File: config.mk
export PLATFORM = sky130hd
export DESIGN_NAME = instr_prefetch_unit
export DESIGN_NICKNAME = d
export VERILOG_FILES = /design/src/rtl/instr_prefetch_unit.sv
export SDC_FILE = /design/constraint.sdc
export NUM_CORES = 1
export LEC_CHECK = 0
export ABC_CLOCK_PERIOD_IN_PS = 2500
export BUFFER_PORTS_ARGS = -buffer_cell sky130_fd_sc_hd__clkbuf_2
export CORE_UTILIZATION = 35
export DETAILED_ROUTE_END_ITERATION = 10
export PLACE_DENSITY = 0.53
export SLEW_MARGIN = 20
export SYNTH_ARGS = -nofsm -noshare
export SYNTH_HDL_FRONTEND = slang
export SYNTH_SLANG_ARGS = --single-unit
File: constraint.sdc
create_clock -name Clk -period 2.5 [get_ports Clk]
set_input_delay 0.25 -clock Clk [delete_from_list [all_inputs] [get_ports Clk]]
set_output_delay 0.25 -clock Clk [all_outputs]
set_load 0.05 [all_outputs]
File: src/rtl/instr_prefetch_unit.sv
// Instruction prefetch stage: drives a 1-cycle ROM and queues fetched codes for the core.
// Define PREFETCH_STATS_EN to add fetch_count / flush_count statistics ports.
module instr_prefetch_unit #(
    parameter int IW = 8,
    parameter int AW = 8,
    parameter int DEPTH = 4,
    parameter logic [AW-1:0] RESET_PC = '0
) (
    input  logic          Clk,
    input  logic          Reset,
    output logic          imem_req,
    output logic [AW-1:0] imem_addr,
    input  logic [IW-1:0] imem_rdata,
    output logic          instr_valid,
    input  logic          instr_ready,
    output logic [IW-1:0] instr_code,
    output logic [AW-1:0] instr_pc,
    input  logic          branch_valid,
    input  logic [AW-1:0] branch_target
`ifdef PREFETCH_STATS_EN
    ,
    output logic [15:0]   fetch_count,
    output logic [7:0]    flush_count
`endif
);

    localparam int PW = $clog2(DEPTH);
    localparam int CW = PW + 1;
    localparam logic [CW:0] FULL = (CW+1)'(DEPTH);

    typedef enum logic {RUN, REDIRECT} state_t;

    state_t state_q, state_d;

    logic [AW-1:0] fetch_pc;
    logic [AW-1:0] tag_pc;
    logic          inflight;
    logic          req_epoch;
    logic          epoch;

    logic [IW-1:0] code_mem [DEPTH];
    logic [AW-1:0] pc_mem   [DEPTH];
    logic [PW-1:0] rd_ptr;
    logic [PW-1:0] wr_ptr;
    logic [CW-1:0] count;

    logic push;
    logic pop;
    logic stale;

    always_comb begin
        state_d = state_q;
        stale   = 1'b0;
        unique case (state_q)
            RUN: stale = 1'b0;
            REDIRECT: begin
                stale   = (req_epoch != epoch);
                state_d = RUN;
            end
        endcase
        if (branch_valid) state_d = REDIRECT;
    end

    // Credit check counts the in-flight fetch so a push can never hit a full queue.
    assign imem_req = Reset |
        (!branch_valid && (({1'b0, count} + {{CW{1'b0}}, inflight}) < FULL));
    assign imem_addr   = fetch_pc;
    assign instr_valid = (count != '0);
    assign push        = inflight && !branch_valid && !stale;
    assign pop         = instr_valid && instr_ready && !branch_valid;

    always_ff @(posedge Clk) begin
        if (push) begin
            code_mem[wr_ptr] <= imem_rdata;
            pc_mem[wr_ptr]   <= tag_pc;
        end
    end

    always_ff @(posedge Clk or posedge Reset) begin
        if (Reset) begin
            state_q    <= RUN;
            fetch_pc   <= RESET_PC;
            tag_pc     <= '0;
            inflight   <= 1'b0;
            req_epoch  <= 1'b0;
            epoch      <= 1'b0;
            rd_ptr     <= '0;
            wr_ptr     <= '0;
            count      <= '0;
            instr_code <= '0;
            instr_pc   <= '0;
        end else begin
            state_q <= state_d;
            if (branch_valid) begin
                fetch_pc <= branch_target;
                inflight <= 1'b0;
                epoch    <= ~epoch;
                rd_ptr   <= '0;
                wr_ptr   <= '0;
                count    <= '0;
            end else begin
                inflight <= imem_req;
                if (imem_req) begin
                    tag_pc    <= fetch_pc;
                    req_epoch <= epoch;
                    fetch_pc  <= fetch_pc + 1'b1;
                end
                if (push) wr_ptr <= wr_ptr + 1'b1;
                if (pop) rd_ptr <= rd_ptr + 1'b1;
                unique case ({push, pop})
                    2'b10:   count <= count + 1'b1;
                    2'b01:   count <= count - 1'b1;
                    default: count <= count;
                endcase
                // Head registers track what will sit at rd_ptr after this edge.
                if (pop) begin
                    if (count > 1) begin
                        instr_code <= code_mem[rd_ptr + 1'b1];
                        instr_pc   <= pc_mem[rd_ptr + 1'b1];
                    end else if (push) begin
                        instr_code <= imem_rdata;
                        instr_pc   <= tag_pc;
                    end
                end else if (count == '0 && push) begin
                    instr_code <= imem_rdata;
                    instr_pc   <= tag_pc;
                end
            end
        end
    end

`ifdef PREFETCH_STATS_EN
    always_ff @(posedge Clk or posedge Reset) begin
        if (Reset) begin
            fetch_count <= '0;
            flush_count <= '0;
        end else begin
            if (imem_req && fetch_count != '1) fetch_count <= fetch_count + 1'b1;
            if (branch_valid && flush_count != '1) flush_count <= flush_count + 1'b1;
        end
    end
`endif

endmodule

# == Word-level counts from Yosys, hierarchy flattened ==
# Memories as Yosys holds them, arrays and structs flattened.
# Index checks and enable logic that the tools add are counted.
# totals
elab_cells,67
output_inout_bits,26
n_memories,2
reg_bits,43
ram_bits,64
input_bits,20
# memory_table
memory,words,word_bits,rd,rd_ports_with_merged_regs,write_ports,line,source
code_mem,4,8,1,0,1,41,logic [IW-1:0] code_mem [DEPTH];
pc_mem,4,8,1,0,1,42,logic [AW-1:0] pc_mem [DEPTH];
# classes
n_reduce_logical,17
n_lt_le_gt_ge,2
n_eq_ne,4
n_mux,21
n_bitwise,4
addsub,6
# ops
cell,count
$mux W8,10
$add A8 B1 Y8 const B,1
$mux W2,4
$reduce_bool A2 Y1,4
$logic_and A1 B1 Y1,6
$pmux W3 S2,1
$reduce_bool A3 Y1,2
$add A2 B1 Y2 const B,2
$add A3 B1 Y4,1
$lt A4 B3 Y1 const B,1
$mux W1,4
$add A3 B1 Y3 const B,1
$gt A3 B1 Y1 const B,1
$logic_not A3 Y1,1
$mux W3,1
$ne A3 B2 Y1 const B,1
$not A1 Y1,3
$reduce_and A3 Y1,1
$sub A3 B1 Y3 const B,1
$eq A2 B1 Y1 const B,1
$eq A2 B2 Y1 const B,1
$logic_not A1 Y1,2
$pmux W1 S2,1
$reduce_and A2 Y1,1
other kinds (2),2

# == Longest topological paths before layout ==
# Gate-level depths: netlist of the first run.
# depth
depth_word,7
ltp_mapped,9
ltp_nobuf,6

# == Least setup slack after synthesis of the first run ==
# No wires, ideal clock.
# synth_timing
path_kind,reg2reg
startpoint,register count[0]
endpoint,register instr_code[1]
n_path_buf,3
period_less_slack_ns,2.056
stages_incl_launch_ff,10
arrival_ns,1.931
required_ns,2.375
path_slack_ns,0.444
setup_time_ns,0.125
cell_sequence,dfrtp_1 inv_1 ha_1 nand2b_1 buf_6 o2111ai_4 a21bo_1 buf_4 buf_8 mux2_4
# synth_via
elab_chain_cells,5
elab_cells_between_ends,11
classes_between,1 x order compare; 1 x eq/ne; 2 x mux; 7 x reduce/logical
# synth_rtl
item,line,source
"start, declared",45,logic [CW-1:0] count;
"start signal, assigned",111,2'b10: count <= count + 1'b1;
"start signal, assigned",112,2'b01: count <= count - 1'b1;
"start signal, assigned",113,default: count <= count;
$reduce_bool A3 Y1 *,68,assign instr_valid = (count != '0);
via instr_valid,14,"output logic instr_valid,"
$logic_and A1 B1 Y1 * (2 in a row),70,assign pop = instr_valid && instr_ready && !branch_valid;
$ne A3 B2 Y1 (no source line) or $reduce_bool A2 Y1 (tied branches),-,
$reduce_and A3 Y1 (no source line),-,
"end signal, assigned",118,instr_code <= code_mem[rd_ptr + 1'b1];
"end signal, assigned",121,instr_code <= imem_rdata;
"end signal, assigned",125,instr_code <= imem_rdata;
"end, declared",16,"output logic [IW-1:0] instr_code,"
# Mark *: on every way through the listed nets, which the timed path passes. The rest lies on a longest branch.
# A chain may end at the register's enable or synchronous reset.

# == Worst setup path in the final report of the first run ==
# layout_timing
startpoint,register count[1]
endpoint,register instr_code[0]
# layout_via
elab_chain_cells,5
elab_cells_between_ends,11
classes_between,1 x order compare; 1 x eq/ne; 2 x mux; 7 x reduce/logical
# layout_rtl
item
"parallel branches: the longest is 5 deep, another holds $gt A3 B1 Y1"
# Parallel ways; which one is timed is not known.

==> results_dict.tcl, run 1 <==
set metrics [dict create \
    synthSimpleGateAreaFrac 0.03280 \
    hold_end "imem_addr[0]" \
    grt_pass1_wl_um 13610 \
    seqPwrFrac 0.425 \
    internal-power_mw 3.848 \
    synthDistinctLibCells 39 \
    synth_xor_area_frac 0.02366 \
    slew_headroom 0.6346 \
    combPwrFrac 0.322 \
    cts.clk_slew.worst_paths_ps 70 \
    place_congestion 0.7314 \
    synthMuxAreaShare 0.2089 \
    fmax_mhz 471.5 \
    route.detailed.drc 0 \
    crit_type "reg -> reg" \
    vias_per_cell 4.734 \
    fin_skew_ps 8.260 \
    hold_start "branch_target[0]" \
    clockBufferDepth 2 \
    rows 41 \
    ff2ff_path_depth 7 \
    ir_drop_uv 506.8 \
    hold_violations 0 \
    synth_area_sq_mm 0.004653 \
    synth_top_family_by_area "multiplexers" \
    fin_crit_sh 0.8484 \
    cts_tree "built" \
    gr-usage-all-layers 0.1315 \
    antenna_found_initial 0 \
    cp_top_family "flip-flops" \
    synth_nets 295 \
    grt_pass1_vias 2400 \
    rsz0062_at_grt "false" \
    diodes 0 \
    reg2reg_setup_slack_ps 380 \
    synthAdderAreaFrac 0.02420 \
    synth_compound_area_frac 0.03899 \
    drt_pass1_iterations 4 \
    htree_levels 3 \
    antenna_left 0 \
    grt_overflow 0 \
    synth_edf_count 64 \
    post-route-min-period_ps 2121 \
    slowest_delay_ps 440 \
    drv_cap 0 \
    worstPathCellList "inv_1 -> ha_1 -> nand2b_1 -> o2111ai_4 -> a21bo_1 -> buf_12 -> mux2_2" \
    max_slew.worst_pin.slew_ps 548.0 \
    synth-seq-cells 107 \
    r2r-start "count[1]" \
    nets 352 \
    synthArstFlopShare 0.4019 \
    hp-class "in -> reg" \
    final-setup-viol-count 0 \
    layout-drive-gt1-share 0.4177 \
    crit_path_top_delay_cell "dfrtp_1" \
    cts-root-buf "clkbuf_16" \
    tns_ps 0 \
    worst_setup_path_end_kind "flip-flop" \
    cts.repair.resized 0 \
    die_h_um 117.3 \
    power_density_mw_per_mm2 1068 \
    io_buffers 45 \
    swShare 0.3403 \
    p_leak_nw 2.146 \
    fp.dieW_um 117.3 \
    reg2reg_to "instr_code[0]" \
    drt_first_iter_violations 154 \
    power.switching_mw 1.985 \
    seq_area_frac_synth 0.6443 \
    synth_cells 266 \
    drv_slew 0 \
    synth.avg_cell_area_sq_um 17.49 \
    clkPwrFrac 0.253 \
    clk_latency_ps 340 \
    layout_common_cells "edfxtp_1 (64), clkbuf_2 (45), dfrtp_1 (43), mux2_2 (25), mux2_4 (20)" \
    outcome "finished, final reports clean" \
    final_common_cell "edfxtp_1" \
    cts_sinks 107 \
    worst-path-buf-inv 2 \
    area.growth.synth_to_final_pct 17.32 \
    grt_max_degree 18 \
    wl_per_cell_um 16.94 \
    start_util 0.3643 \
    worst-path-max-fanout 16 \
    worstPathRequired_ps 2730 \
    cp_data_arrival_time_ps 2350 \
    wl_um 8469 \
    fin_util 0.4274 \
    detailed_place_hpwl_um 5345 \
    via_count 2367 \
    startpoint_type "flip-flop" \
    core_sq_mm 0.01277 \
    num_io_pins 46 \
    synth-warning-count 0 \
    cts_buffers 9 \
    min_path_cells 3 \
    dieArea_sq_mm 0.01376 \
    synthFlopType "edfxtp_1" \
]
==> cell type report <==
type	instances	area, sq um
inverters	9	33.78
clock inverters	4	76.32
flip-flops and latches	107	2998
fillers	1142	7315
well taps	172	215.2
repair buffers	59	370.4
multi-input cells	137	1529
clock buffers	12	236.5
==> power groups by stage <==
stage               registers [mW]  clock network [mW]  logic (mW)
floorplan                     2.97                   0        1.02
global placement              2.51                   0        1.89
detailed placement            2.53                   0        1.90
CTS                           2.49                1.53        1.90
global route                  2.53                1.58        2.01
finish                        2.48                1.47        1.88
==> registers in the layout (all words and copies together), names as in the netlist <==
signal      flops
epoch           1
instr_pc        8
rd_ptr          2
state_q         1
tag_pc          8
inflight        1
count           3
instr_code      8
req_epoch       1
pc_mem         32
imem_addr       8
code_mem       32
wr_ptr          2
==> per-layer routing <==
layer	share of wire	wire length, um	global-route usage
met1	0.48	4052	0.1751
met2	0.48	4067	0.2060
met3	0.036	302	0.04183
met4	0.0054	46	0.03653
met5	0	0	0
==> repair_timing <==
action                    in CTS  in global routing
hold buffers                   1                  0
buffers inserted               0                  0
hold endpoints to repair      14                  0
==> worst reg2reg max path, stage by stage (launching register included) <==
cell and delay, ps:
dfrtp_1 440, inv_1 130, ha_1 190, nand2b_1 270, o2111ai_4 190, a21bo_1 250, buf_12 190, mux2_2 360
==> cells in the mapped netlist (all sizes together) (2+ instances only) <==
| cell | instances | area, sq um |
|---|---|---|
| a21oi | 2 | 10.01 |
| a31oi | 2 | 12.51 |
| and2 | 4 | 25.02 |
| and3 | 3 | 18.77 |
| buf | 8 | 73.81 |
| clkbuf | 5 | 18.77 |
| dfrtp | 43 | 1076 |
| edfxtp | 64 | 1922 |
| ha | 9 | 112.6 |
| inv | 9 | 33.78 |
| mux2 | 45 | 581.8 |
| mux2i | 3 | 30.03 |
| mux4 | 16 | 360.4 |
| nand2 | 7 | 26.28 |
| nand2b | 2 | 12.51 |
| nand3 | 2 | 10.01 |
| nor2 | 7 | 26.28 |
| o2111ai | 4 | 52.56 |
| o21ai | 9 | 48.80 |
| or3 | 2 | 12.51 |
| xnor2 | 2 | 17.52 |
| xor2 | 8 | 70.07 |
==> metrics by stage <==
stage	instance area [sq um]	hold WS, ps	total power, mW	cells	setup slack (ps)
final	5459	119.0	5.832	500	379.0
after global routing	5459	119.3	6.117	500	226.6
after CTS	5459	105.5	5.921	500	374.7
after detailed placement	5136	344.2	4.424	483	397.6
after global placement	5136	346.1	4.403	483	463.6
after floorplan	4653	281.4	3.989	266	444.3
==> how the worst max path moves through the flow <==
| stage | start | cells past startpoint | to |
|---|---|---|---|
| final | count[1] | 7 | instr_code[0] |
| after global routing | count[1] | 7 | instr_code[6] |
| after CTS | count[1] | 7 | instr_code[6] |
| after detailed placement | count[1] | 7 | instr_code[6] |
| after global placement | count[1] | 7 | instr_code[0] |
| after floorplan | count[0] | 9 | instr_code[1] |
==> cell families after synthesis <==
kind of cell / after synthesis
XOR/XNOR: 11
adder cells (fa/ha/maj): 9
AO/OA/AOI/OAI: 23
buffers and inverters: 22
multiplexers: 64
AND/OR/NAND/NOR: 30
flip-flops: 107
Note: power is estimated with default switching activity, not from simulation.
==> run 2: changes to the inputs <==
- ABC_CLOCK_PERIOD_IN_PS: 2500 -> 2000
- clock period: 2.5 -> 2 ns (I/O delays scaled with it)
==> run 2 against run 1 <==
  * Critical endpoint is now instr_code[5]
  * Clock power up 15%
  * Flip-flop and latch count unchanged
  * Critical path depth down 1
  * Worst setup slack lost 300 ps
  * Global-route usage is 0.33 points higher
  * Highest routed layer unchanged
  * Combinational power up 34%
  * Via count rose by 3.3%
  * Final cell count grew 1.2%
==> results_dict.tcl, run 2 (synthesized netlist as in run 1, its figures left out) <==
set metrics [dict create \
    worstPathCellList "ha_1 -> o21ba_1 -> o2111ai_4 -> a21bo_2 -> buf_12 -> mux2_4" \
    hold_end "imem_addr[1]" \
    num_io_pins 46 \
    route.detailed.drc 0 \
    max_slew.worst_pin.slew_ps 592.6 \
    p_leak_nw 2.168 \
    clockBufferDepth 2 \
    hp-class "in -> reg" \
    drt_pass1_iterations 4 \
    reg_top3 "code_mem x32, pc_mem x32" \
    rsz0062_at_grt "true" \
    via_count 2445 \
    worst-path-max-fanout 10 \
    htree_levels 3 \
    drv_cap 0 \
    cp_data_arrival_time_ps 2160 \
    cts.clk_slew.worst_paths_ps 70 \
    place_congestion 0.7771 \
    core_sq_mm 0.01277 \
    fp.dieW_um 117.3 \
    final-setup-viol-count 0 \
    drv_slew 0 \
    r2r-start "count[0]" \
    cts-root-buf "clkbuf_16" \
    hold_buffers 0 \
    dieArea_sq_mm 0.01376 \
    area.growth.synth_to_final_pct 19.44 \
    slew_headroom 0.6049 \
    layout-drive-gt1-share 0.4641 \
    fin_crit_sh 0.9611 \
    start_util 0.3643 \
    grt_pass1_vias 2592 \
    outcome "finished, final reports clean" \
    ff2ff_path_depth 6 \
    finalPower_mw 7.309 \
    clk_latency_ps 350 \
    grt_max_degree 44 \
    min_path_cells 3 \
    drt_first_iter_violations 141 \
    rows 41 \
    reg2reg_to "instr_code[5]" \
    cts_tree "built" \
    crit_type "reg -> reg" \
    cts_buffers 9 \
    die_h_um 117.3 \
    antenna_left 0 \
    fin_util 0.4351 \
    diodes 0 \
    ir_drop_uv 671.7 \
    fin_skew_ps 4.665 \
    hold_start "branch_target[1]" \
    gr-usage-all-layers 0.1348 \
    detailed_place_hpwl_um 5417 \
    numPlacedInstances 488 \
    worstPathRequired_ps 2240 \
    fill_cells 1151 \
    vias_per_cell 4.832 \
    io_buffers 45 \
    grt_overflow 0 \
    grt_pass1_wl_um 13950 \
    layout_common_cells "edfxtp_1 (64), clkbuf_2 (44), dfrtp_1 (42), mux2_2 (25), mux2_4 (20)" \
    wl_um 8481 \
    post-route-min-period_ps 1922 \
    reg2reg_setup_slack_ps 80 \
    cts_sinks 107 \
    worst_setup_path_end_kind "flip-flop" \
    hold_violations 0 \
    slowest_delay_ps 450 \
    startpoint_type "flip-flop" \
    nets 358 \
    hold_ws_ps 54.65 \
    final_common_cell "edfxtp_1" \
    post_dp_cell_area_sq_mm 0.005244 \
    final_cells 506 \
    wl_per_cell_um 16.76 \
    power_density_mw_per_mm2 1315 \
    fmax_mhz 520.2 \
    antenna_found_initial 0 \
    crit_path_top_delay_cell "dfrtp_2" \
    fin_area_sq_mm 0.005558 \
]
-- run 2: per-layer routing --
metal,vias up,part of all wire,track usage
met3,10,0.038,0.03988
met1,1253,0.47,0.1778
met2,46,0.48,0.2101
met5,-,0,0
li1,1136,-,-
met4,0,0.014,0.04870
-- run 2: area by class of cell --
class	count	area, sq um	share of cell area
Clock buffer	9	225.2	0.04052
Tap cell	172	215.2	0.03872
Inverter	9	33.78	0.006078
Multi-Input combinational cell	137	1536	0.2765
Clock inverter	7	62.56	0.01126
Timing Repair Buffer	65	485.5	0.08735
Sequential cell	107	2999	0.5396
-- run 2: power by group --
part           switching, mW  total, mW  internal (mW)
clock                  0.826       1.69          0.866
sequential             0.311       3.09           2.78
combinational           1.46       2.52           1.06
-- run 2: worst max path at each step --
stage / start / end / slack [ps] / depth (start not counted)
detailed placement: count[0] / instr_pc[3] / 60 / 6
global placement: count[0] / instr_code[3] / 60 / 6
global route: count[1] / instr_pc[5] / -10 / 7
finish: count[0] / instr_code[5] / 80 / 6
floorplan: count[0] / instr_code[1] / 10 / 9
CTS: count[0] / instr_code[2] / 40 / 6
-- run 2: what timing repair did --
action                     4_1_cts  5_1_grt
setup buffers                    0        2
gates cloned                     0        0
gates resized for setup          1        4
setup endpoints to repair        1       17
-- run 2: stage by stage --
stage          setup TNS, ps  setup WS, ps
2_1_floorplan              0         13.92
3_3_place_gp               0         64.88
3_5_place_dp               0         56.65
4_1_cts                    0         35.58
5_1_grt               -11.48        -11.48
6_report                   0         77.79
-- run 2: worst max-delay path, delay by kind of cell (launching register included) --
family	cells	cell delay, ps
fa+ha+maj	1	190
buf+inv	1	170
flops	1	450
mux	1	300
compound gates	3	690
